[src/rtl/cpu_defs_pkg.sv]
// Shared CPU definitions: fetch reset vector, PC step,
// next-PC FSM state encoding and instruction field widths.
package cpu_defs_pkg;

  localparam logic [31:0] RESET_PC_DEF = 32'h0000_3000;
  localparam logic [31:0] PC_STEP_DEF  = 32'd4;

  localparam int IMM_W = 16;
  localparam int IDX_W = 26;

  typedef enum logic [1:0] {
    NPC_SEQ  = 2'd0,
    NPC_SLOT = 2'd1,
    NPC_PEND = 2'd2
  } npc_state_e;

endpackage

[src/rtl/npc_target_calc.sv]
// Combinational control-transfer target mux and link adder.
// In: id_pc, imm16, index26, rs_value, jump flags. Out: target, link_addr.
module npc_target_calc
  import cpu_defs_pkg::*;
(
  input  logic [31:0]      id_pc,
  input  logic [IMM_W-1:0] id_imm16,
  input  logic [IDX_W-1:0] id_index26,
  input  logic [31:0]      id_rs_value,
  input  logic             id_jump_imm,
  input  logic             id_jump_reg,
  output logic [31:0]      target,
  output logic [31:0]      link_addr
);

  logic [31:0] br_tgt;
  logic [31:0] j_tgt;

  assign br_tgt = id_pc + 32'd4
                + {{14{id_imm16[15]}}, id_imm16, 2'b00};
  assign j_tgt  = {id_pc[31:28], id_index26, 2'b00};

  assign link_addr = id_pc + 32'd8;

  // Several flags at once is a decoder fault; resolve
  // deterministically: jump_reg, then jump_imm, then branch.
  always_comb begin
    target = br_tgt;
    if (id_jump_reg)
      target = id_rs_value;
    else if (id_jump_imm)
      target = j_tgt;
  end

endmodule

[src/rtl/branch_npc_unit.sv]
// Next-PC stage: resolves branches/jumps from ID, owns fetch PC,
// honours one delay slot and latches targets while imem is not ready.
module branch_npc_unit
  import cpu_defs_pkg::*;
#(
  parameter logic [31:0] RESET_PC = RESET_PC_DEF,
  parameter logic [31:0] PC_STEP  = PC_STEP_DEF
) (
  input  logic        clk,
  input  logic        reset,
  input  logic        stall,
  input  logic        id_valid,
  input  logic        id_branch,
  input  logic        id_jump_imm,
  input  logic        id_jump_reg,
  input  logic        cmp_taken,
  input  logic [31:0] id_pc,
  input  logic [15:0] id_imm16,
  input  logic [25:0] id_index26,
  input  logic [31:0] id_rs_value,
  input  logic        fetch_ready,
  output logic [31:0] fetch_pc,
  output logic        fetch_valid,
  output logic [31:0] link_addr,
  output logic        redirect,
  output logic        pending
);

  npc_state_e  state;
  logic [31:0] tgt_q;
  logic [31:0] target;
  logic        take;
  logic        accept;

  npc_target_calc u_calc (
    .id_pc       (id_pc),
    .id_imm16    (id_imm16),
    .id_index26  (id_index26),
    .id_rs_value (id_rs_value),
    .id_jump_imm (id_jump_imm),
    .id_jump_reg (id_jump_reg),
    .target      (target),
    .link_addr   (link_addr)
  );

  assign take = id_valid & ~stall
              & (id_jump_imm | id_jump_reg
                 | (id_branch & cmp_taken));

  assign redirect = take;
  assign accept   = fetch_valid & fetch_ready & ~stall;
  assign pending  = (state == NPC_PEND);

  always_ff @(posedge clk) begin
    if (reset) begin
      fetch_pc    <= RESET_PC;
      fetch_valid <= 1'b0;
      state       <= NPC_SEQ;
      tgt_q       <= '0;
    end else begin
      fetch_valid <= 1'b1;
      unique case (state)
        NPC_SEQ: begin
          if (accept)
            fetch_pc <= fetch_pc + PC_STEP;
          if (take) begin
            tgt_q <= target;
            state <= NPC_SLOT;
          end
        end
        NPC_SLOT: begin
          if (accept) begin
            fetch_pc <= tgt_q;
            state    <= NPC_SEQ;
          end else if (!stall) begin
            state <= NPC_PEND;
          end
        end
        NPC_PEND: begin
          if (accept) begin
            fetch_pc <= tgt_q;
            state    <= NPC_SEQ;
          end
        end
        default: state <= NPC_SEQ;
      endcase
    end
  end

endmodule

[config.mk]
export PLATFORM = sky130hd
export DESIGN_NAME = branch_npc_unit
export DESIGN_NICKNAME = d
export VERILOG_FILES = /design/src/rtl/cpu_defs_pkg.sv /design/src/rtl/npc_target_calc.sv /design/src/rtl/branch_npc_unit.sv
export SDC_FILE = /design/constraint.sdc
export NUM_CORES = 1
export LEC_CHECK = 0
export ABC_AREA = 1
export CAP_MARGIN = 20
export CORE_ASPECT_RATIO = 0.9
export CORE_UTILIZATION = 40
export CTS_BUF_LIST = sky130_fd_sc_hd__clkbuf_4 sky130_fd_sc_hd__clkbuf_8
export CTS_CLUSTER_DIAMETER = 200
export CTS_CLUSTER_SIZE = 30
export DETAILED_ROUTE_END_ITERATION = 16
export PLACE_DENSITY = 0.8
export SLEW_MARGIN = 20
export SYNTH_ARGS = -nofsm -noshare
export SYNTH_HDL_FRONTEND = slang
export SYNTH_SLANG_ARGS = --single-unit
[constraint.sdc]
create_clock -name clk -period 2.3 [get_ports clk]
set_input_delay 0.575 -clock clk [delete_from_list [all_inputs] [get_ports clk]]
set_output_delay 0.575 -clock clk [all_outputs]
set_load 0.01 [all_outputs]
* After elaboration in Yosys (flattened, before gate mapping) *
Cells that the tools add are included.

operators by class
  $add $sub $neg = 4
  eq/ne operators = 7
  mux-type cells = 11
  bitwise operators = 8
  reductions and logical operators = 6

operator list
  kind                     number
  $mux W32                 4
  $add A32 B3 Y32 const B  2
  $pmux W32 S2             1
  $add A32 B32 Y32         1
  $add A32 B4 Y32 const B  1
  $mux W2                  4
  $pmux W2 S3              1
  $reduce_and A3 Y1        2
  $and A1 B1 Y1            5
  $ne A2 B1 Y1 const B     2
  $ne A2 B2 Y1 const B     2
  $ne A3 B3 Y1 const B     1
  $eq A2 B1 Y1 const B     1
  $eq A2 B2 Y1 const B     1
  $logic_not A2 Y1         1
  $or A1 B1 Y1             2
  $reduce_and A2 Y1        1
  $reduce_bool A2 Y1       1
  $reduce_or A2 Y1         1
  $mux W1                  1
  $not A1 Y1               1

word-level totals
  register bits = 67
  bits of input ports = 115
  logic and storage cells = 40

* Logic depth before layout (Yosys ltp) *
  depth after elaboration = 5
  mapped depth = 16

* Cells and area by module *
A second synthesis with hierarchy kept.

second synthesis, totals
  cells, all modules = 1288
  area, all modules = 7512.2 µm²

by module, submodules not included
  module           instances  cells an instance  area an instance (µm²)
  npc_target_calc  1          740                3819.9
  branch_npc_unit  1          548                3692.3

* Worst setup path after synthesis *
OpenSTA, ideal clock, no wires.

  path kind = input to output
  start point = input id_pc[3]
  end point = output link_addr[29]
  data arrival time = 1885 ps
  data required time = 1725 ps
  path slack = -160 ps
  stages on the path = 10
  path buffers = 0
  cells stage by stage = ha_1 > nand3_2 > nor3_4 > nand2_2 > nor2_4 > nand3_4 > nor2_4 > nand2_2 > nor3_2 > xor2_1

on the way
  longest elaborated chain between the ends = 1

ends and longest elaborated chain
  element          line                   source
  from (decl)      branch_npc_unit.sv:17  input logic [31:0] id_pc,
  $add A32 B4 Y32  npc_target_calc.sv:23  assign link_addr = id_pc + 32'd8;
  to (decl)        branch_npc_unit.sv:24  output logic [31:0] link_addr,

No other way between the ends.

* Final worst setup path *
Same ends and word-level chain as after synthesis.

==> metrics.md <==
| Metric | Value |
|---|---|
| Starting Density | 0.415 |
| Top_reg_cell synth | dfxtp_1 |
| Number of nets in the layout | 1705 |
| Post-Synth XOR/XNOR Area | 0.0568 |
| Final hold violations | 0 |
| FF-to-FF End | fetch_pc[28] |
| CTS Sinks | 67 |
| RSZ-0062 raised after global routing | true |
| Tmin final | 2.61 ns |
| CTS tree | yes |
| #FFs+latches synth | 67 |
| Boundary Pins | 182 |
| Area share of and/or/nand/nor cells after synthesis | 0.378 |
| Worst-margin pin slew | 0.532 ns |
| Htree depth | 3 |
| Leading area contributor after synthesis | dfxtp_1 |
| Clk pwr share | 0.155 |
| Top cells by area, synth | dfxtp_1 19%, nand2_1 18%, ha_1 11% |
| Fin Setup TNS | -6.37 ns |
| Clock latency on the worst-skew pair | 0.36 ns |
| Wl on met1 | 12200 um |
| FF-to-FF setup slack | 0.35 ns |
| Worst Setup Path Type | input pin to primary output |
| YS warnings | 0 |
| Uppermost layer routed | met4 |
| Largest family of logic cells by synthesized area | simple AND/OR/NAND/NOR gates |
| GRT Overall Usage | 0.302 |
| Hold_buf cts | 0 |
| Status | finished with violations |
| Residual DRC count | 0 |
| Vias in the first global route | 8981 |
| Synthesized area per cell | 5.95 um2 |
| Initial antenna violation count | 3 |
| Arr. time, crit path | 2.03 ns |
| Seq pwr share | 0.233 |
| Via count | 9694 |
| Comb pwr share | 0.612 |
| Period utilization | 1.13 |
| Routed len/inst | 17.6 um |
| Worst reg2reg path depth | 8 |
| Distinct cell type count after synthesis | 47 |
| Crit path capture type | primary output |
| # port buffers | 181 |
| Pwr per Cell Area | 650 mW/mm2 |
| Synth top area share | 0.189 |
| GPL Wtd Cong | 0.917 |
| CTS max path bufs | 2 |
| Switch share | 0.447 |
| FP Rows | 45 |
| WHS | 0.454 ns |
| Fin worst setup slack | -0.310 ns |
| EDFF count, synth | 0 |
| Detailed Place HPWL | 19800 um |
| Slew margin rel. | 0.643 |
| Max-cap viol count | 0 |
| Crit path cell chain | buf_8 -> ha_4 -> nand3_4 -> nor3_4 -> nand2_2 -> nor2_4 -> nand3_4 -> nor2_4 -> nand2_4 -> nor3_4 -> xor2_1 -> buf_2 |
| Layout Cells excl Fill | 1770 |
| Vias per cell | 5.48 |
| Setup-failing EPs final | 44 |
| Multi-input gate area | 0.00648 mm2 |
| Worst Setup EP | link_addr[29] |
| Register area | 0.00134 mm2 |
| Int Pwr | 4.37 mW |
| 1st-pass router iterations | 5 |
| RR Startpoint | fetch_pc[2] |
| Die ar. | 0.0183 mm2 |
| Clk root buf | clkbuf_8 |
| DR WL met3 | 2540 um |
| Commonest non-fill, non-tap cell in the layout | nand2_1 |
| Post-synthesis net count | 1371 |
| TritonCTS Buffers | 9 |
| Sw power | 3.53 mW |
| Routed WL | 31100 um |
| Area Overhead vs Synth | 71.2% |
| Synth Cell Area | 0.00710 mm2 |
| Seq/Total Area, Yosys | 0.189 |
| Startpoint types | input pin |
| Share of cells above drive strength 1 | 0.323 |
| Grt total ovfl | 0 |
| Max-slew violations | 0 |
| Fmax | 383 MHz |
| Antenna viol nets, final | 0 |
| Slowest CP cell | nor3_4 |
| Placed cell count | 1710 |
| Failing checks | setup timing |
| CP max stage delay | 0.16 ns |
| Compound-cell area share of the yosys netlist | 0.159 |
| Chip height | 128 um |
| Clk_skew | 0.0172 ns |
| Peak supply drop | 0.498 mV |
| Final core occ | 0.710 |
| CP required | 1.73 ns |
| Post-Syn Instances | 1192 |
| Clk slew on worst S/H paths | 0.09 ns |
| Core outline area | 0.0171 mm2 |
| Hold WC Path Type | flop to flop |
| Fill cell count | 1324 |
| Most frequent cells in the layout | 286 x nand2_1, 142 x buf_4, 136 x inv_1 |
| Post-synthesis adder-cell area fraction | 0.114 |
| Crit path max fanout | 3 |
| Die X | 142 um |
| Global-route wire length before repair | 43900 um |
| Post-synthesis mux area share | 0 |
| Met2 wire len | 14700 um |
| Ys async rst share | 0 |
| Largest net degree at the start of global routing | 43 |
| Leakage | 5.46 nW |
| Iteration-0 DRC Markers | 801 |
| CP startpoint | id_pc[3] |
[worst min path at each step]
stage                            from          end  slack [ns]  cells past startpoint
after floorplan              tgt_q[4]     tgt_q[4]        0.43                      2
after global placement    fetch_pc[0]  fetch_pc[0]        0.43                      2
after detailed placement  fetch_pc[0]  fetch_pc[0]        0.44                      2
after CTS                 fetch_pc[0]  fetch_pc[0]        0.45                      2
after global routing      fetch_pc[0]  fetch_pc[0]        0.49                      2
final                     fetch_pc[1]  fetch_pc[1]        0.45                      2
[synth_stat cells, types with 19 or more instances]
library cell	count
a21oi_1	109
clkbuf_1	32
dfxtp_1	67
ha_1	63
inv_1	149
nand2_1	345
nand3_1	76
nand4_1	19
nor2_1	114
o211ai_1	21
o21ai_0	46
xnor2_1	22
xor2_1	24
[sequential cells by signal, indices dropped and copies added, names as in the netlist]
| signal | cells |
|---|---|
| fetch_valid | 1 |
| fetch_pc | 32 |
| state | 2 |
| tgt_q | 32 |
[area by class of cell]
type | count | area share
Multi-Input combinational cell | 932 | 0.533
Timing Repair Buffer | 362 | 0.263
Sequential cell | 67 | 0.110
Inverter | 154 | 0.0478
Tap cell | 235 | 0.0242
Clock buffer | 9 | 0.0102
Clock inverter | 7 | 0.0102
Antenna cell | 4 | 0.000824
[critical path: cells and delay by family]
kind	cells	cell delay (ns)
xor gates and xnor gates	1	0.15
adders and majority gates	1	0.14
buffers and inverters	2	0.22
and+or+nand+nor	8	0.96
[per-stage QoR]
step                      area (um2)  power [mW]  setup WS, ns
final                          12100        7.90        -0.310
after global routing           12100        8.40        -0.403
after CTS                      11500        7.49        -0.345
after detailed placement       10200        5.96         -1.21
after global placement         10200        5.88         -1.18
after floorplan                 7140        4.20        -0.126
[power by group through the flow]
| stage | Clock (mW) | Sequential (mW) | Combinational, mW |
|---|---|---|---|
| global placement | 0 | 1.85 | 4.04 |
| global route | 1.29 | 1.89 | 5.22 |
| finish | 1.23 | 1.84 | 4.83 |
| CTS | 1.24 | 1.84 | 4.42 |
| floorplan | 0 | 1.86 | 2.34 |
| detailed placement | 0 | 1.86 | 4.10 |
[routing by layer]
| layer | vias to the layer above | GRT usage |
|---|---|---|
| met5 | - | 0 |
| met4 | 0 | 0.137 |
| met3 | 154 | 0.0525 |
| met2 | 474 | 0.512 |
| met1 | 4483 | 0.376 |
| li1 | 4583 | - |
[timing repair]
| item | 4_1_cts | 5_1_grt |
|---|---|---|
| setup endpoints to repair | 58 | 44 |
| cloned | 1 | 0 |
| pin swaps | 66 | 68 |
| endpoints found under the hold margin | 0 | 0 |
| buffers inserted | 25 | 19 |
| gates resized for setup | 341 | 171 |
[kinds of logic (layout without fill, tap and decap cells)]
family,count (synthesis),in the layout
DFF,67,67
other,0,4
xor gates and xnor gates,46,46
buffers and inverters,193,532
adders and majority gates,64,64
AOI/OAI and AO/OA,204,204
and+or+nand+nor,618,618
(Power assumes the default switching activity.)
